File: config.mk
export PLATFORM = sky130hd
export DESIGN_NAME = cdb_arbiter_flat
export DESIGN_NICKNAME = d
export VERILOG_FILES = /design/src/rtl/cdb_arbiter_if.sv /design/src/rtl/cdb_arbiter.sv /design/src/flat_wrapper.sv
export SDC_FILE = /design/constraint.sdc
export NUM_CORES = 1
export LEC_CHECK = 0
export ABC_AREA = 1
export CORE_UTILIZATION = 45
export CTS_CLUSTER_SIZE = 40
export DETAILED_ROUTE_END_ITERATION = 6
export PLACE_DENSITY = 0.76
export REMOVE_ABC_BUFFERS = 1
export SKIP_CTS_REPAIR_TIMING = 1
export SLEW_MARGIN = 20
export SYNTH_ARGS = -nofsm -noshare
export SYNTH_HDL_FRONTEND = slang
export SYNTH_SLANG_ARGS = --single-unit
File: constraint.sdc
create_clock -name clk -period 4.2 [get_ports clk]
set_input_delay 0.42 -clock clk [delete_from_list [all_inputs] [get_ports clk]]
set_output_delay 0.42 -clock clk [all_outputs]
set_load 0.02 [all_outputs]
File: src/rtl/cdb_arbiter_if.sv
// CDB arbiter bus: FU completion side plus broadcast side.
// master = arbiter, slave = FUs / CDB consumer.
interface cdb_arbiter_if #(
  parameter int DATA_WIDTH  = 32,
  parameter int TAG_WIDTH   = 7,
  parameter int NUM_FU      = 4,
  parameter int QUEUE_DEPTH = 4
);
  localparam int CW = $clog2(QUEUE_DEPTH) + 1;

  logic [NUM_FU-1:0]            done;
  logic [NUM_FU*TAG_WIDTH-1:0]  tag_in;
  logic [NUM_FU*DATA_WIDTH-1:0] data_in;
  logic [NUM_FU-1:0]            queued;
  logic                         cdb_valid;
  logic [TAG_WIDTH-1:0]         cdb_tag;
  logic [DATA_WIDTH-1:0]        cdb_data;
  logic                         cdb_ready;
  logic [CW-1:0]                count;
  logic                         full;

  modport master (
    input  done, tag_in, data_in, cdb_ready,
    output queued, cdb_valid, cdb_tag, cdb_data,
    output count, full
  );

  modport slave (
    output done, tag_in, data_in, cdb_ready,
    input  queued, cdb_valid, cdb_tag, cdb_data,
    input  count, full
  );
endinterface

File: src/rtl/cdb_arbiter.sv
// Round-robin CDB arbiter feeding a circular broadcast FIFO.
// Ports: clk, rst (async active-low), bus (cdb_arbiter_if.master).
module cdb_arbiter #(
  parameter int DATA_WIDTH  = 32,
  parameter int TAG_WIDTH   = 7,
  parameter int NUM_FU      = 4,
  parameter int QUEUE_DEPTH = 4
) (
  input  logic         clk,
  input  logic         rst,
  cdb_arbiter_if.master bus
);

  localparam int PW = $clog2(QUEUE_DEPTH);
  localparam int CW = PW + 1;
  localparam int IW = $clog2(NUM_FU);
  localparam logic [CW-1:0] DEPTH_C = CW'(QUEUE_DEPTH);

  typedef struct packed {
    logic [TAG_WIDTH-1:0]  tag;
    logic [DATA_WIDTH-1:0] data;
  } cdb_ent_t;

  logic [NUM_FU-1:0] pending;
  logic [NUM_FU-1:0] grant;
  logic [IW-1:0]     last_grant;
  logic [IW-1:0]     grant_idx;
  logic [IW-1:0]     cand;
  logic              found;
  logic [PW-1:0]     wr_ptr;
  logic [PW-1:0]     rd_ptr;
  logic [CW-1:0]     count;
  logic              push;
  logic              pop;
  logic              valid;
  cdb_ent_t          sel;
  cdb_ent_t          mem [QUEUE_DEPTH];

  // Search starts one past the last winner and wraps.
  // A full queue blocks grants even if it pops this cycle.
  always_comb begin
    grant     = '0;
    grant_idx = last_grant;
    found     = 1'b0;
    cand      = '0;
    if (count < DEPTH_C) begin
      for (int k = 1; k <= NUM_FU; k++) begin
        cand = IW'((int'(last_grant) + k) % NUM_FU);
        if (!found && pending[cand]) begin
          found       = 1'b1;
          grant[cand] = 1'b1;
          grant_idx   = cand;
        end
      end
    end
  end

  always_comb begin
    sel = '0;
    for (int i = 0; i < NUM_FU; i++) begin
      if (grant[i]) begin
        sel.tag  = bus.tag_in[i*TAG_WIDTH +: TAG_WIDTH];
        sel.data = bus.data_in[i*DATA_WIDTH +: DATA_WIDTH];
      end
    end
  end

  assign valid = (count != '0);
  assign push  = |grant;
  assign pop   = valid & bus.cdb_ready;

  // A done pulse on an already pending FU is absorbed;
  // the grant clears the bit even if done fires again.
  always_ff @(posedge clk or negedge rst) begin
    if (!rst) begin
      pending    <= '0;
      last_grant <= IW'(NUM_FU - 1);
      wr_ptr     <= '0;
      rd_ptr     <= '0;
      count      <= '0;
    end else begin
      pending <= (pending & ~grant) | (bus.done & ~pending);
      if (push) begin
        last_grant <= grant_idx;
        wr_ptr     <= wr_ptr + 1'b1;
      end
      if (pop) rd_ptr <= rd_ptr + 1'b1;
      unique case ({push, pop})
        2'b10:   count <= count + 1'b1;
        2'b01:   count <= count - 1'b1;
        default: count <= count;
      endcase
    end
  end

  // Storage needs no reset: reads are gated by count.
  always_ff @(posedge clk) begin
    if (push) mem[wr_ptr] <= sel;
  end

  assign bus.queued    = grant;
  assign bus.cdb_valid = valid;
  assign bus.cdb_tag   = valid ? mem[rd_ptr].tag  : '0;
  assign bus.cdb_data  = valid ? mem[rd_ptr].data : '0;
  assign bus.count     = count;
  assign bus.full      = (count == DEPTH_C);

endmodule

File: src/flat_wrapper.sv
// flat-port wrapper written by rule: the top's interface ports become plain ports
module cdb_arbiter_flat 
#(
  parameter int DATA_WIDTH  = 32,
  parameter int TAG_WIDTH   = 7,
  parameter int NUM_FU      = 4,
  parameter int QUEUE_DEPTH = 4
)
  (clk, rst, bus_done, bus_tag_in, bus_data_in, bus_cdb_ready, bus_queued, bus_cdb_valid, bus_cdb_tag, bus_cdb_data, bus_count, bus_full);
  cdb_arbiter_if #(.DATA_WIDTH(DATA_WIDTH), .TAG_WIDTH(TAG_WIDTH), .NUM_FU(NUM_FU), .QUEUE_DEPTH(QUEUE_DEPTH)) bus_i ();
  input  logic clk;
  input  logic rst;
  input wire logic [$bits(bus_i.done)-1:0] bus_done;
  input wire logic [$bits(bus_i.tag_in)-1:0] bus_tag_in;
  input wire logic [$bits(bus_i.data_in)-1:0] bus_data_in;
  input wire logic [$bits(bus_i.cdb_ready)-1:0] bus_cdb_ready;
  output wire logic [$bits(bus_i.queued)-1:0] bus_queued;
  output wire logic [$bits(bus_i.cdb_valid)-1:0] bus_cdb_valid;
  output wire logic [$bits(bus_i.cdb_tag)-1:0] bus_cdb_tag;
  output wire logic [$bits(bus_i.cdb_data)-1:0] bus_cdb_data;
  output wire logic [$bits(bus_i.count)-1:0] bus_count;
  output wire logic [$bits(bus_i.full)-1:0] bus_full;
  assign bus_i.done = bus_done;
  assign bus_i.tag_in = bus_tag_in;
  assign bus_i.data_in = bus_data_in;
  assign bus_i.cdb_ready = bus_cdb_ready;
  assign bus_queued = bus_i.queued;
  assign bus_cdb_valid = bus_i.cdb_valid;
  assign bus_cdb_tag = bus_i.cdb_tag;
  assign bus_cdb_data = bus_i.cdb_data;
  assign bus_count = bus_i.count;
  assign bus_full = bus_i.full;
  cdb_arbiter #(.DATA_WIDTH(DATA_WIDTH), .TAG_WIDTH(TAG_WIDTH), .NUM_FU(NUM_FU), .QUEUE_DEPTH(QUEUE_DEPTH)) u_core (.clk(clk), .rst(rst), .bus(bus_i));
endmodule
# After elaboration in Yosys (flattened, before gate mapping)
# Memory sizes are Yosys's and may differ from the RTL's.
# Index checks and enable logic that the tools add are counted.
# classes
addsub	8
n_lt_le_gt_ge	9
eq_ne	3
n_mux	43
bitwise	9
reduce_logical	15
# op_table
cell	n
39-bit 2-to-1 mux	4
32-bit 2-to-1 mux	1
4-bit 2-to-1 mux	8
1-bit 2-to-1 mux	16
4-bit bitwise OR	4
2-bit by 3-bit less-than comparator with 1-bit output (second input constant)	4
2-bit by 1-bit adder with 2-bit output (second input constant)	4
4-bit bitwise AND	2
1-bit binary-select mux with 2-bit select	4
1-bit demux with 2-bit select	4
2-bit by 1-bit greater-or-equal comparator with 1-bit output (second input constant)	4
2-bit 2-to-1 mux	4
4-bit inverter	2
1-bit logical AND	7
7-bit 2-to-1 mux	1
3-bit one-hot mux with 2 select lines	1
2-bit adder (second input constant)	2
4-bit nonzero test	1
4-bit OR reduction	1
3-bit by 1-bit adder with 3-bit output (second input constant)	1
3-bit equality test (second input constant)	1
1-bit logical NOT	3
3-bit less-than comparator (second input constant)	1
3-bit AND reduction	1
6 further kinds	6
# word_totals
reg_bits	13
ramBits	156
input_bits	163
wordCells	93
mem_count	1
# memory_table
name	depth	word_bits	read_ports	rd_clocked_by_memory_dff	wr	line	text
u_core.mem	4	39	1	0	1	cdb_arbiter.sv:37	cdb_ent_t mem [QUEUE_DEPTH];

# Logic depth before layout (Yosys ltp)
# Gate-level depths: netlist (run 1).
# logic_depth
word_depth	21
mapped_depth	20
depth_no_buf	18

# Least setup slack after synthesis (run 1)
# Ideal clock, no wire load.
# synth_path
path_type	register to register
startpoint	reg u_core.last_grant[0]
endpoint	mem u_core.mem[0][0] in the netlist's numbering, enable pin
setup_ns	0.436
arrival_time_ns	3.852
required_ns	3.764
path_slack_ns	-0.088
stages_incl_launch_ff	16
n_path_buf	2
period_less_slack_ns	4.288
path_cell_list	dfstp_2 buf_6 inv_4 ha_1 inv_1 nand3_4 nand2_4 nand2_2 nor2_4 nand3_1 nand2_2 nand2_4 buf_6 nand2_4 nor2_8 nor2_1
# synth_via
elab_chain_len	20
word_cells_on_any_way	58
# synth_lines
item	line	text
start, declared	cdb_arbiter.sv:26	logic [IW-1:0] last_grant;
start signal, assigned	cdb_arbiter.sv:77	last_grant <= IW'(NUM_FU - 1);
start signal, assigned	cdb_arbiter.sv:84	last_grant <= grant_idx;
parallel branches: the longest is 15 deep, another holds 2-bit by 3-bit less-than comparator with 1-bit output	n/a	
4-bit 2-to-1 mux (*)	cdb_arbiter.sv:49	if (!found && pending[cand]) begin
4-bit 2-to-1 mux (*)	cdb_arbiter.sv:46	if (count < DEPTH_C) begin
4-bit OR reduction (*)	cdb_arbiter.sv:69	assign push = |grant;
1-bit 2-to-1 mux (*)	cdb_arbiter.sv:98	if (push) mem[wr_ptr] <= sel;
1-bit 2-to-1 mux (not written as such) (*)	cdb_arbiter.sv:98	
end, declared	cdb_arbiter.sv:37	
# Every way passes the cells marked *. The select of a mux whose other input is x is not followed.

# Final worst setup path (run 1)
# layout_path
startpoint	reg u_core.last_grant[1]
endpoint	out bus_queued[1]
# layout_via
elab_chain_len	17
word_cells_on_any_way	55
# layout_lines
item	line	text
parallel branches: the longest is 15 deep, another holds 2-bit by 3-bit less-than comparator with 1-bit output	n/a	
4-bit 2-to-1 mux (*)	cdb_arbiter.sv:49	
4-bit 2-to-1 mux (*)	cdb_arbiter.sv:46	
end, declared	flat_wrapper.sv:17	output wire logic [$bits(bus_i.queued)-1:0] bus_queued;
# Marks and branches as above.

==> results.py, run 1 <==
metrics = {
    "setup_path": {
        "reg2reg_from": "u_core.last_grant[1]",
        "crit_path_start_kind": "flip-flop",
        "worstPathMaxFanout": 22,
        "r2r_slack_ps": 580,
        "arrival_ps": 3570,
        "critPathCaptureType": "output pin",
        "rr_endpoint": "u_core.bus.count[2]",
        "path_class": "reg2out",
        "crit_required_ps": 3780,
        "reg2regPathDepth": 19,
    },
    "global_routing": {
        "use_met3_pct": 4.66,
        "use_met1_pct": 28.9,
        "gr-usage-all-layers_pct": 23.4,
        "antenna_found_initial": 0,
        "grt_busiest_layer": "met2",
        "grt_pass1_vias": 7070,
        "grt_pass1_wl_um": 36200,
        "use_met2_pct": 39.7,
        "grt-ovfl-total": 0,
        "grt_max_degree": 80,
    },
    "sta": {
        "tightestPinTransition_ps": 850,
        "slew-limit-headroom_pct": 43.3,
        "fin_skew_ps": 8.88,
        "finalHoldViolCount": 0,
        "slew_violations": 0,
        "fmax_ghz": 0.250,
        "grt_setup_unrepaired": "no",
        "final.period_utilization_pct": 95.1,
        "setup_viol": 0,
        "fin_crit_ps": 3990,
    },
    "die": {
        "num_rows": 51,
        "top_level_ports": 211,
        "die_area_um2": 20500,
        "die_w_um": 143,
        "core_area_um2": 19500,
        "die_y_um": 143,
        "initial_core_util_pct": 46.0,
    },
    "synth": {
        "yosysTopAreaCellShare_pct": 52.3,
        "synth_edf_count": 156,
        "synth.ff_latch_count": 169,
        "synth_area_leader_cell": "edfxtp_1",
        "ys_seq_area_share_pct": 55.9,
        "yosysMostFrequentCell": "nor2_1",
        "avgSynthCellArea_um2": 8.86,
        "synthDistinctLibCells": 32,
        "synthCells": 1011,
        "ys_top_cells_by_area": "edfxtp_1 52%, nor2_1 8.8%, o21ai_1 6.8%",
        "syn_area_um2": 8960,
        "synth-main-ff-cell": "edfxtp_1",
        "async_flop_share_pct": 7.69,
        "synth.top_cells.by_count": "209 x nor2_1, 156 x edfxtp_1, 121 x o21ai_1, 117 x nand2_1, 101 x inv_1",
        "synth-warning-count": 0,
    },
    "place": {
        "place_hpwl_um": 15200,
        "placed_cells_incl_taps": 1448,
        "gp_congestion": 0.881,
        "portBuffers": 210,
    },
    "power_and_ir_drop": {
        "p_seq_share_pct": 29.8,
        "comb_power_share_pct": 56.4,
        "power.leakage_uw": 0.00473,
        "switching_share_pct": 44.2,
        "p_int_uw": 7030,
        "power_density_nw_per_um2": 1050,
        "clockPowerShare_pct": 13.8,
        "p_sw_uw": 5570,
        "power_uw": 12600,
        "ir_worst_vdd_mv": 0.704,
    },
    "final_layout": {
        "fillers": 1580,
        "n_antenna_cell": 0,
        "multi_input_area_um2": 3240,
        "fin_cells": 1483,
        "layout-drive-gt1-share_pct": 8.05,
        "syn2layout_area_growth_pct": 34.0,
        "seq_area_um2": 5010,
        "nets": 1382,
    },
    "detailed_routing": {
        "ant_nets": 0,
        "drtIter0Drc": 560,
        "postRouteWirelength_um": 23800,
        "drc_errors": 0,
        "first_pass_iters": 5,
        "avgViaCountPerCell": 5.12,
        "vias": 7600,
        "post_drt_wl_per_cell_um": 16.1,
    },
    "cts": {
        "cts-root-buf": "clkbuf_16",
        "cts_max_path_buffers": 2,
        "clkSinkCount": 169,
        "cts_tree": "yes",
        "clk_latency_ps": 430,
        "htreeDepth": 4,
        "cts_buffers": 17,
        "path_clk_slew_ps": 60,
    },
    "job": {
        "max_cap_viol_count": 0,
    },
    "min_path": {
        "holdCritPathClass": "in2async",
    },
    "outcome": {
        "status": "finished, final reports clean",
    },
}
worst max-delay path: stages, from the launching register on:
cell	delay (ps)
dfstp_2	540
inv_2	70
ha_1	330
inv_1	170
nand3_4	120
nand2_4	120
nand3_2	140
nor2_2	280
nor2_4	90
buf_16	170
nand2_1	80
nand2_2	70
buf_4	240
inv_1	110
clkdlybuf4s50_1	600
metal layers:
metal  part of all wire (%)  wire [um]
met4                    2.0        483
met5                      0          0
met3                    7.6       1810
met2                     49      11700
met1                     41       9870
stage by stage:
stage	setup WS (ps)	utilization [%]	hold WS [ps]	instance area, um2	TNS (ps)
6_report	205	61.7	392	12000	0
5_1_grt	93.3	61.7	433	12000	0
4_1_cts	-250	61.4	410	12000	-250
3_5_place_dp	82.3	58.0	521	11300	0
3_3_place_gp	171	58.0	510	11300	0
2_1_floorplan	-828	-	124	8610	-129300
power groups by stage:
stage | logic, uW | clock network (uW) | registers [uW]
after floorplan | 4100 | 0 | 3860
after global placement | 6830 | 0 | 3740
after detailed placement | 6990 | 0 | 3780
after CTS | 7020 | 1760 | 3750
after global routing | 7830 | 1830 | 3830
final | 7100 | 1740 | 3750
sequential cells by signal (all words and copies together) (netlist names):
| name | count |
|---|---|
| u_core.mem | 156 |
| u_core.bus.count | 3 |
| u_core.rd_ptr | 2 |
| u_core.pending | 4 |
| u_core.last_grant | 2 |
| u_core.wr_ptr | 2 |
cells in the final DEF (no fill, tap or decap), types with 3 or more instances in the layout:
master | netlist | layout
a21oi_1 | 44 | 44
buf_4 | 3 | 25
bufinv_16 | 0 | 6
clkbuf_16 | 0 | 17
clkdlybuf4s50_1 | 0 | 210
clkinvlp_4 | 0 | 3
dfrtp_1 | 11 | 9
edfxtp_1 | 156 | 156
ha_1 | 13 | 13
inv_1 | 101 | 99
inv_2 | 3 | 5
inv_6 | 1 | 3
nand2_1 | 117 | 116
nand2_2 | 9 | 10
nand2_4 | 4 | 4
nand3_1 | 56 | 56
nand3_2 | 3 | 3
nor2_1 | 209 | 204
nor2_4 | 1 | 6
o21ai_0 | 83 | 83
o21ai_1 | 121 | 121
xor2_1 | 3 | 3
logic make-up (layout without fill, tap and decap cells):
group	count (synthesis)	count (layout)	synth area share (%)
fa+ha+maj	14	14	2.04
xor+xnor	4	4	0.391
buf+inv	170	376	8.49
simple gates	405	406	19.2
compound gates	249	249	14.0
flops	169	169	55.9
worst max-delay path by stage:
stage / from / endpoint / slack, ps
after CTS: u_core.last_grant[1] / bus_queued[1] / -250
after global routing: u_core.last_grant[1] / bus_queued[1] / 90
final: u_core.last_grant[1] / bus_queued[1] / 210
after global placement: u_core.last_grant[1] / u_core.bus.count[2] / 170
after detailed placement: u_core.last_grant[1] / u_core.bus.count[2] / 80
after floorplan: u_core.last_grant[0] / u_core.mem[0][0] / -830
area by class of cell:
type / count / share of cell area [%]
multi-input combinational: 673 / 27.0
sequential: 169 / 41.8
tap: 265 / 2.76
clock inverter: 15 / 2.05
inverter: 107 / 3.41
timing repair buffer: 237 / 19.5
clock buffer: 17 / 3.54
(Power assumes the default switching activity.)
==> run 2, diff against run 1 <==
- CORE_MARGIN: unset -> 10
==> run 2 against run 1 <==
  * Clock power is 9% lower
  * Sequential power is essentially flat
  * Via count shrank 1.0%
  * Highest routed layer unchanged
  * First-iteration DRC count increased by 9.1%
  * Setup slack about the same
  * Sequential share of layout area rose by 0.27 points
  * Sequential cell count did not move
==> results.py, run 2 (synthesis gave the netlist of run 1 again) <==
metrics = {
    "final_layout": {
        "final_common_cell": "clkdlybuf4s50_1",
        "final_cell_mix": "210 x clkdlybuf4s50_1, 204 x nor2_1, 156 x edfxtp_1",
        "layout-drive-gt1-share_pct": 7.96,
        "largest_reg_flops": 156,
        "post-route-util_pct": 61.1,
        "nets": 1382,
        "fillers": 1607,
        "syn2layout_area_growth_pct": 33.1,
        "n_antenna_cell": 0,
        "top_register": "u_core.mem",
        "reg.largest.list": "u_core.mem x156, u_core.pending x4, u_core.bus.count x3",
    },
    "cts": {
        "cts-root-buf": "clkbuf_16",
        "cts_buffers": 17,
        "cts_tree": "yes",
        "htreeDepth": 4,
        "clk_latency_ps": 420,
        "cts_max_path_buffers": 2,
        "clkSinkCount": 169,
        "path_clk_slew_ps": 60,
    },
    "detailed_routing": {
        "first_pass_iters": 6,
        "post_drt_wl_per_cell_um": 17.3,
        "avgViaCountPerCell": 5.07,
        "drtIter0Drc": 611,
        "ant_nets": 0,
        "vias": 7521,
        "postRouteWirelength_um": 25600,
        "drc_errors": 0,
    },
    "setup_path": {
        "reg2reg_from": "u_core.last_grant[0]",
        "crit_required_ps": 3780,
        "r2r_slack_ps": 530,
        "crit_path_start_kind": "flip-flop",
        "path_class": "reg2out",
        "rr_endpoint": "u_core.bus.count[2]",
        "reg2regPathDepth": 18,
        "arrival_ps": 3580,
        "worstPathMaxFanout": 23,
        "critPathCaptureType": "output pin",
    },
    "sta": {
        "hold_ws_ps": 404,
        "final.period_utilization_pct": 95.1,
        "tightestPinTransition_ps": 1350,
        "slew_violations": 0,
        "finalHoldViolCount": 0,
        "fin_crit_ps": 4000,
        "grt_setup_unrepaired": "no",
        "setup_viol": 0,
        "fmax_ghz": 0.250,
        "fin_skew_ps": 7.66,
        "slew-limit-headroom_pct": 9.73,
    },
    "die": {
        "num_rows": 51,
        "die_area_um2": 26000,
        "core_area_um2": 19500,
        "die_w_um": 161,
        "initial_core_util_pct": 45.9,
        "top_level_ports": 211,
        "die_y_um": 161,
    },
    "place": {
        "place_hpwl_um": 16800,
        "portBuffers": 210,
        "gp_congestion": 0.829,
    },
    "power_and_ir_drop": {
        "power.leakage_uw": 0.00469,
        "ir_worst_vdd_mv": 0.647,
        "power_density_nw_per_um2": 1050,
        "power_uw": 12500,
    },
    "job": {
        "max_cap_viol_count": 0,
    },
    "global_routing": {
        "gr-usage-all-layers_pct": 18.6,
        "grt_pass1_vias": 7429,
        "grt_pass1_wl_um": 38900,
        "grt_max_degree": 80,
        "grt-ovfl-total": 0,
        "antenna_found_initial": 0,
    },
    "min_path": {
        "holdCritPathClass": "in2async",
    },
    "outcome": {
        "status": "finished, final reports clean",
    },
}
[run 2: cell types whose count changed in the layout (fill, tap and decap cells not counted), moves of 2 or more]
cell / previous run / this run
bufinv_16: 6 / 3
clkbuf_1: 0 / 2
clkinv_2: 1 / 3
clkinv_4: 2 / 0
inv_8: 0 / 2
[run 2: area by class of cell]
type                            instances  area, um2  share of cell area [%]
Clock inverter                         13        169                    1.42
Tap cell                              265        332                    2.78
Timing Repair Buffer                  236       2310                    19.4
Inverter                              107        409                    3.43
Multi-Input combinational cell        674       3260                    27.3
Sequential cell                       169       5010                    42.1
Clock buffer                           19        433                    3.63
[run 2: report_power, final]
group / leakage, uW / internal, uW / total (uW) / switching [uW]
combinational: 0.00280 / 2390 / 7110 / 4720
sequential: 0.00160 / 3490 / 3780 / 283
clock: 0.000292 / 946 / 1580 / 632
[run 2: metal layers]
| layer | vias to the layer above | GRT usage, % | routed length [um] |
|---|---|---|---|
| met1 | 3487 | 21.8 | 10800 |
| met2 | 254 | 33.1 | 12900 |
| li1 | 3758 | - | - |
| met5 | - | 0 | 0 |
| met4 | 0 | 4.18 | 297 |
| met3 | 22 | 5.06 | 1660 |
[run 2: how the worst max path moves through the flow]
| stage | end | cells after the start | slack (ps) | from |
|---|---|---|---|---|
| after global placement | u_core.bus.count[2] | 18 | 20 | u_core.last_grant[0] |
| after global routing | bus_queued[1] | 13 | 10 | u_core.last_grant[0] |
| after CTS | bus_queued[1] | 13 | -420 | u_core.last_grant[0] |
| after detailed placement | u_core.bus.count[2] | 18 | -70 | u_core.last_grant[0] |
| after floorplan | u_core.mem[0][0] | 13 | -830 | u_core.last_grant[0] |
| final | bus_queued[1] | 13 | 200 | u_core.last_grant[0] |
[run 2: stage by stage]
stage	area, um2	worst slack, ps	instances	setup TNS, ps
global route	11900	9.51	1483	0
floorplan	8610	-828	948	-129300
detailed placement	11300	-73.2	1446	-73.2
CTS	11900	-425	1478	-502
global placement	11300	24.8	1446	0
finish	11900	205	1483	0
[run 2: worst max-delay path, stage by stage, from the launching register on]
cell and delay [ps]:
dfstp_2 680, inv_4 110, ha_1 370, inv_1 170, nand3_4 120, nand2_4 120, nand3_2 150, nor2_4 240
nor2_4 80, nand2_1 80, nand2_2 70, buf_4 230, inv_1 100, clkdlybuf4s50_1 610
==> run 3, diff against run 2 <==
- PLACE_DENSITY: 0.76 -> 0.82
==> run 3 against run 2 <==
  * Sequential power about the same
  * Cell area fell by 0.72%
  * Setup slack better by 63 ps
  * First-iteration DRC count up 23%
  * Core utilization fell by 0.44 points
  * Critical path type unchanged
==> results.py, run 3 (synthesis gave the netlist of run 1 again) <==
metrics = {
    "sta": {
        "setup_tns_ps": 0,
        "timing.final.ws_setup_ps": 268,
        "setup_viol": 0,
        "fmax_ghz": 0.254,
        "fin_skew_ps": 8.43,
        "finalHoldViolCount": 0,
        "hold_ws_ps": 416,
        "tightestPinTransition_ps": 851,
        "final.period_utilization_pct": 93.6,
        "slew_violations": 0,
        "slew-limit-headroom_pct": 43.3,
        "grt_setup_unrepaired": "no",
        "fin_crit_ps": 3930,
    },
    "cts": {
        "htreeDepth": 4,
        "cts_tree": "yes",
        "cts_max_path_buffers": 2,
        "cts_buffers": 17,
        "cts-root-buf": "clkbuf_16",
        "path_clk_slew_ps": 60,
        "clkSinkCount": 169,
        "clk_latency_ps": 420,
    },
    "setup_path": {
        "reg2reg_from": "u_core.last_grant[0]",
        "arrival_ps": 3510,
        "crit_required_ps": 3780,
        "r2r_slack_ps": 570,
        "path_cells": "inv_4, ha_1, inv_1, nand3_4, nand2_4, nand2_2, nor2_4, nand3_1, nand2_2, nand2_8, inv_1, clkdlybuf4s50_1",
        "worstPathMaxFanout": 41,
        "critPathCaptureType": "output pin",
        "path_class": "reg2out",
        "crit_slowest_cell": "dfstp_2",
        "cpPeakStageDelay_ps": 680,
        "startpoint": "u_core.last_grant[0]",
        "crit_path_start_kind": "flip-flop",
    },
    "die": {
        "die_area_um2": 26000,
        "die_y_um": 161,
        "num_rows": 51,
        "initial_core_util_pct": 45.9,
        "die_w_um": 161,
        "top_level_ports": 211,
        "core_area_um2": 19500,
    },
    "place": {
        "place_hpwl_um": 16900,
        "gp_congestion": 0.864,
        "portBuffers": 210,
        "place_ws_ps": 502,
    },
    "final_layout": {
        "nets": 1376,
        "post-route-util_pct": 60.6,
        "n_antenna_cell": 0,
        "largest_reg_flops": 156,
        "layout-drive-gt1-share_pct": 7.02,
        "final_common_cell": "clkdlybuf4s50_1",
        "top_register": "u_core.mem",
        "reg.largest.list": "u_core.mem x156, u_core.pending x4, u_core.bus.count x3",
        "syn2layout_area_growth_pct": 32.1,
        "final_cell_mix": "210 x clkdlybuf4s50_1, 205 x nor2_1, 156 x edfxtp_1",
    },
    "detailed_routing": {
        "first_pass_iters": 7,
        "post_drt_wl_per_cell_um": 17.1,
        "vias": 7708,
        "avgViaCountPerCell": 5.23,
        "postRouteWirelength_um": 25300,
        "drc_errors": 0,
        "drtIter0Drc": 750,
        "ant_nets": 0,
    },
    "min_path": {
        "holdCritPathClass": "in2async",
    },
    "global_routing": {
        "antenna_found_initial": 0,
        "grt_pass1_wl_um": 39500,
        "use_met2_pct": 31.6,
        "use_met3_pct": 4.86,
        "grt_pass1_vias": 7565,
        "use_met1_pct": 23.3,
        "gr-usage-all-layers_pct": 18.9,
        "grt_busiest_layer": "met2",
        "grt-ovfl-total": 0,
        "grt_max_degree": 80,
    },
    "job": {
        "max_cap_viol_count": 0,
    },
    "power_and_ir_drop": {
        "power_density_nw_per_um2": 1040,
        "ir_worst_vdd_mv": 0.620,
        "power.leakage_uw": 0.00464,
    },
    "outcome": {
        "status": "finished, final reports clean",
    },
}
[run 3: cell count changes in the layout (fill, tap and decap cells not counted), sizes merged]
| cell | change |
|---|---|
| nor2 | -2 |
| inv | -5 |
| clkinvlp | -1 |
| clkbuf | +1 |
| clkinv | +3 |
| buf | -4 |
[run 3: worst paths after layout]
kind / endpoint / depth (start not counted)
setup / recovery: bus_queued[2] / 12
hold / removal: u_core.pending[1] / 1
setup reg to reg: u_core.bus.count[2] / 18
hold reg to reg: u_core.pending[2] / 1
max in group asynchronous: u_core.rd_ptr[0] / 1
min in group clk: u_core.pending[2] / 1
[run 3: metrics by stage]
| step | total power, uW | instance area (um2) | std cells |
|---|---|---|---|
| floorplan | 7960 | 8610 | 948 |
| global placement | 10500 | 11300 | 1445 |
| detailed placement | 10800 | 11300 | 1445 |
| CTS | 12300 | 11800 | 1475 |
| global route | 13200 | 11800 | 1475 |
| finish | 12300 | 11800 | 1475 |
[run 3: layout make-up]
cell class,count,area [um2]
Clock buffer,20,437
Clock inverter,10,129
Fill cell,1577,7690
Inverter,107,409
Multi-Input combinational cell,672,3240
Sequential cell,169,5010
Tap cell,265,332
Timing Repair Buffer,232,2280
[run 3: report_power, final]
group | internal (uW) | total (uW) | leakage (uW) | switching (uW)
Clock | 920 | 1490 | 0.000275 | 575
Sequential | 3500 | 3760 | 0.00160 | 262
Combinational | 2330 | 7010 | 0.00277 | 4670
[run 3: metal layers]
| layer | wire length [um] | part of all wire [%] |
|---|---|---|
| met5 | 0 | 0 |
| met4 | 508 | 2.0 |
| met3 | 2120 | 8.4 |
| met2 | 12100 | 48 |
| met1 | 10600 | 42 |
[run 3: critical path: cells and delay by family, from the launching register on]
kind,cells,cell delay (ps)
fa+ha+maj,1,380
buf+inv,4,1110
flops,1,680
simple gates,7,900
==> edit 1 (flow settings as in run 2) <==
Take the reset off `pending` and load it in a clocked block of its own.
--- a/src/rtl/cdb_arbiter.sv
+++ b/src/rtl/cdb_arbiter.sv
@@ -73,13 +73,11 @@
   // the grant clears the bit even if done fires again.
   always_ff @(posedge clk or negedge rst) begin
     if (!rst) begin
-      pending    <= '0;
       last_grant <= IW'(NUM_FU - 1);
       wr_ptr     <= '0;
       rd_ptr     <= '0;
       count      <= '0;
     end else begin
-      pending <= (pending & ~grant) | (bus.done & ~pending);
       if (push) begin
         last_grant <= grant_idx;
         wr_ptr     <= wr_ptr + 1'b1;
@@ -91,6 +89,10 @@
         default: count <= count;
       endcase
     end
+  end
+
+  always_ff @(posedge clk) begin
+    pending <= (pending & ~grant) | (bus.done & ~pending);
   end
 
   // Storage needs no reset: reads are gated by count.
Formal check against the unedited RTL: not equivalent (a bounded check fails within 4 cycles, from zero or initial values and one cycle with rst low).
==> edit 1 against run 2 <==
- cell area is 1.0% lower
- die area fell by 0.20%
- largest power group unchanged
- sequential cell count stayed put
- wire length decreased by 1.2%
- area after synthesis shrank 0.22%
- count of clock-buffer cells in the layout fell by 1
- setup slack improved by 0.14 ns
- clock skew down 0.0016 ns
- power down 2.0%
==> edit 1: results (changes against run 2) <==
| Metric | Value |
|---|---|
| Result of the run | finished clean (unchanged) |
| Global-route wire length before repair | 39.3 mm (was 38.9 mm) |
| Antenna Diode Count | 0 (unchanged) |
| Half-perimeter wire length after placement | 16.9 mm (was 16.8 mm) |
| Unique masters post-synth | 33 (was 32) |
| Static power due to leakage | 4.62 nW (was 4.69 nW) |
| Fraction of final layout cells sized beyond drive strength 1 | 0.0726 (was 0.0796) |
| Async set-reset flop share out of synthesis | 0.0533 (was 0.0769) |
| Clock latency on the worst-skew pair | 0.42 ns (about the same) |
| Via Count | 7558 (was 7521) |
| Iteration-0 DRC count of the detailed router | 568 (was 611) |
| Slew margin rel. | 0.434 (was 0.0973) |
| Placer's final routability congestion estimate | 0.869 (was 0.829) |
| Average detailed-routed wire length per instance | 17.1 um (was 17.3 um) |
| Number of inserted filler cells in the final layout | 1660 (was 1607) |
| Max Clock Skew | 0.00603 ns (was 0.00766 ns) |
| Final cell count without fillers | 1477 (was 1483) |
| Register area share after synthesis | 0.558 (was 0.559) |
| CP arrival | 3.44 ns (was 3.58 ns) |
| Aggregate global-route resource usage | 0.189 (was 0.186) |
| Maximum fanout encountered on the critical timing path | 20 (was 23) |
| # port buffers | 210 (unchanged) |
| Worst VDD drop | 0.600 mV (was 0.647 mV) |
| Via count of the first global-routing pass | 7446 (was 7429) |
| Cell count after synthesis | 1011 (unchanged) |
| Total Nets Final | 1377 (was 1382) |
| Leading cell types by total area after synthesis | edfxtp_1, nor2_1, o21ai_1, nand2_1, o21ai_0 (unchanged) |
edit 1: cell types whose count changed after synthesis:
cell,run 2,this run
dfxtp_1,0,4
dfrtp_1,11,7
edit 1: logic make-up after synthesis:
| family | after synthesis | share of synthesized area |
|---|---|---|
| and+or+nand+nor | 405 | 0.192 |
| AOI/OAI and AO/OA | 249 | 0.140 |
| buffers and inverters | 170 | 0.0851 |
| DFF | 169 | 0.558 |
| adders and majority gates | 14 | 0.0204 |
| xor gates and xnor gates | 4 | 0.00392 |
edit 1: critical path: stages (launching register included):
cell and delay (ns):
dfstp_2 0.68, inv_4 0.11, ha_1 0.37, inv_1 0.18, nand3_4 0.14, nand2_4 0.13
nand2_2 0.08, nor2_4 0.13, nand3_1 0.09, nand2_1 0.09, nand2_2 0.06, buf_4 0.23
inv_1 0.10, clkdlybuf4s50_1 0.61
edit 1: final timing paths:
path                       cells past startpoint                   to  slack (ns)
hold reg to reg                                1    u_core.pending[2]        0.52
setup / recovery                              13        bus_queued[0]        0.34
setup reg to reg                              18  u_core.bus.count[2]        0.44
max in group asynchronous                      1     u_core.rd_ptr[0]        3.53
hold / removal                                 1  u_core.bus.count[1]        0.32
min in group clk                               1    u_core.pending[2]        0.52
edit 1: through the flow:
| stage | setup slack [ns] | TNS [ns] | area, sq um |
|---|---|---|---|
| floorplan | -0.828 | -129.30 | 8590 |
| global placement | 0.596 | 0 | 11200 |
| detailed placement | 0.436 | 0 | 11200 |
| CTS | 0.321 | 0 | 11800 |
| global route | 0.111 | 0 | 11800 |
| finish | 0.340 | 0 | 11800 |
edit 1: where the power goes:
group | internal, mW | total (mW) | switching (mW) | leakage (nW)
sequential | 3.50 | 3.75 | 0.250 | 1.59
clock | 0.864 | 1.47 | 0.610 | 0.257
combinational | 2.32 | 6.99 | 4.67 | 2.78
edit 1: area by class of cell:
| class | instances | share of cell area |
|---|---|---|
| flip-flops and latches | 169 | 0.423 |
| multi-input cells | 672 | 0.274 |
| repair buffers | 233 | 0.193 |
| clock buffers | 18 | 0.0364 |
| inverters | 107 | 0.0347 |
| well taps | 265 | 0.0281 |
| clock inverters | 13 | 0.0111 |
edit 1: layer usage:
metal,vias up,global-route usage,part of all wire
met4,0,0.0571,0.019
met1,3519,0.232,0.43
li1,3752,-,-
met3,38,0.0550,0.069
met2,249,0.317,0.48
met5,-,0,0
==> edit 2 (config.mk and constraints of run 2) <==
Without the edit above. `QUEUE_DEPTH` is set to 4 in 3 places; all go to 8.
--- a/src/rtl/cdb_arbiter_if.sv
+++ b/src/rtl/cdb_arbiter_if.sv
@@ -4,7 +4,7 @@
   parameter int DATA_WIDTH  = 32,
   parameter int TAG_WIDTH   = 7,
   parameter int NUM_FU      = 4,
-  parameter int QUEUE_DEPTH = 4
+  parameter int QUEUE_DEPTH = 8
 );
   localparam int CW = $clog2(QUEUE_DEPTH) + 1;
 
--- a/src/rtl/cdb_arbiter.sv
+++ b/src/rtl/cdb_arbiter.sv
@@ -4,7 +4,7 @@
   parameter int DATA_WIDTH  = 32,
   parameter int TAG_WIDTH   = 7,
   parameter int NUM_FU      = 4,
-  parameter int QUEUE_DEPTH = 4
+  parameter int QUEUE_DEPTH = 8
 ) (
   input  logic         clk,
   input  logic         rst,
--- a/src/flat_wrapper.sv
+++ b/src/flat_wrapper.sv
@@ -4,7 +4,7 @@
   parameter int DATA_WIDTH  = 32,
   parameter int TAG_WIDTH   = 7,
   parameter int NUM_FU      = 4,
-  parameter int QUEUE_DEPTH = 4
+  parameter int QUEUE_DEPTH = 8
 )
   (clk, rst, bus_done, bus_tag_in, bus_data_in, bus_cdb_ready, bus_queued, bus_cdb_valid, bus_cdb_tag, bus_cdb_data, bus_count, bus_full);
   cdb_arbiter_if #(.DATA_WIDTH(DATA_WIDTH), .TAG_WIDTH(TAG_WIDTH), .NUM_FU(NUM_FU), .QUEUE_DEPTH(QUEUE_DEPTH)) bus_i ();
Interface: changed (resized bus_count); port bits go from 211 to 212. No check against the original RTL was run, so the function may have changed too.
==> edit 2 against run 2 <==
- area after synthesis increased by 70%
- sequential cell count grew 159
- non-clock buffer count increased by 9
- cell area grew 59%
- power up 47%
- die area grew 60%
- clock power rose by 86%
- setup slack gained 0.0083 ns
- worst hold slack lost 0.042 ns
- wire length grew 61%
- critical endpoint is now bus_queued[2]
- largest power group unchanged
- highest routed layer unchanged
==> edit 2: results (changes against run 2) <==
| Metric | Value |
|---|---|
| Half-perimeter wire length after placement | 25.1 mm (was 16.8 mm) |
| Clock latency on the worst-skew pair | 0.52 ns (was 0.42 ns) |
| Relative contribution of the clock network to total power | 0.160 (was 0.127) |
| Iteration count of the initial detailed-routing pass | 5 (was 6) |
| Via Count | 11600 (was 7521) |
| Number of enable flip-flop cells after synthesis | 312 (was 156) |
| Comb group | 9.16 mW (was 7.11 mW) |
| Largest net degree at the start of global routing | 94 (was 80) |
| Max Clock Skew | 0.0195 ns (was 0.00766 ns) |
| Iteration-0 DRC count of the detailed router | 1026 (was 611) |
| Transition time at the pin with the least slew margin | 0.959 ns (was 1.35 ns) |
| Total of plain and repair buffers excluding clock buffers | 245 (was 236) |
| Result of the run | finished clean (unchanged) |
| Aggregate global-route resource usage | 0.193 (was 0.186) |
| Static power due to leakage | 6.89 nW (was 4.69 nW) |
| # port buffers | 211 (was 210) |
| Largest stage delay on the critical path | 0.71 ns (was 0.68 ns) |
| Cell area reported after detailed placement | 0.0178 sq mm (was 0.0113 sq mm) |
| Worst setup timing slack at the placement stage | 0.555 ns (was -0.0732 ns) |
| Final non-clock buffer share | 0.129 (was 0.194) |
| Multi-input combinational area share | 0.245 (was 0.273) |
| Crit path max-delay cell type | dfstp_4 (was dfstp_2) |
| Async set-reset flop share out of synthesis | 0.0488 (was 0.0769) |
| Buffers from clock root to sink, at most | 3 (was 2) |
| Portion of the layout cell area used by clock cells | 0.0577 (was 0.0505) |
| H-tree Lvls | 2 (was 4) |
| Fraction of final layout cells sized beyond drive strength 1 | 0.0815 (was 0.0796) |
| Largest registers | u_core.mem (312), u_core.bus.count (4), u_core.pending (4) (was u_core.mem (156), u_core.pending (4), u_core.bus.count (3)) |
| Number of multi-input combinational cells | 931 (was 674) |
| Worst VDD drop | 0.603 mV (was 0.647 mV) |
| Number of CTS-inserted buffers | 34 (was 17) |
| Utilization after layout | 0.565 (was 0.611) |
| Global-route wire length before repair | 63.8 mm (was 38.9 mm) |
| Number of inserted filler cells in the final layout | 2678 (was 1607) |
| Switching share of power | 0.430 (was 0.452) |
## edit 2: final timing paths
path,depth (start not counted),slack (ns),end
hold reg to reg,2,0.53,u_core.wr_ptr[0]
setup / recovery,13,0.21,bus_queued[2]
min in group clk,3,0.46,u_core.pending[2]
setup reg to reg,21,0.49,u_core.bus.count[3]
max in group asynchronous,1,3.26,u_core.rd_ptr[0]
hold / removal,1,0.36,u_core.pending[0]
## edit 2: cells by family after synthesis
family | after synthesis | synth area share
buf+inv | 200 | 0.0560
flops | 328 | 0.643
simple gates | 502 | 0.142
xor+xnor | 7 | 0.00404
fa+ha+maj | 13 | 0.0107
compound gates | 409 | 0.144
## edit 2: routing by layer
layer / global-route usage / up-vias / part of all wire
li1: - / 5492 / -
met3: 0.0392 / 56 / 0.088
met5: 0 / - / 0
met4: 0.0541 / 0 / 0.017
met2: 0.322 / 527 / 0.49
met1: 0.249 / 5507 / 0.41
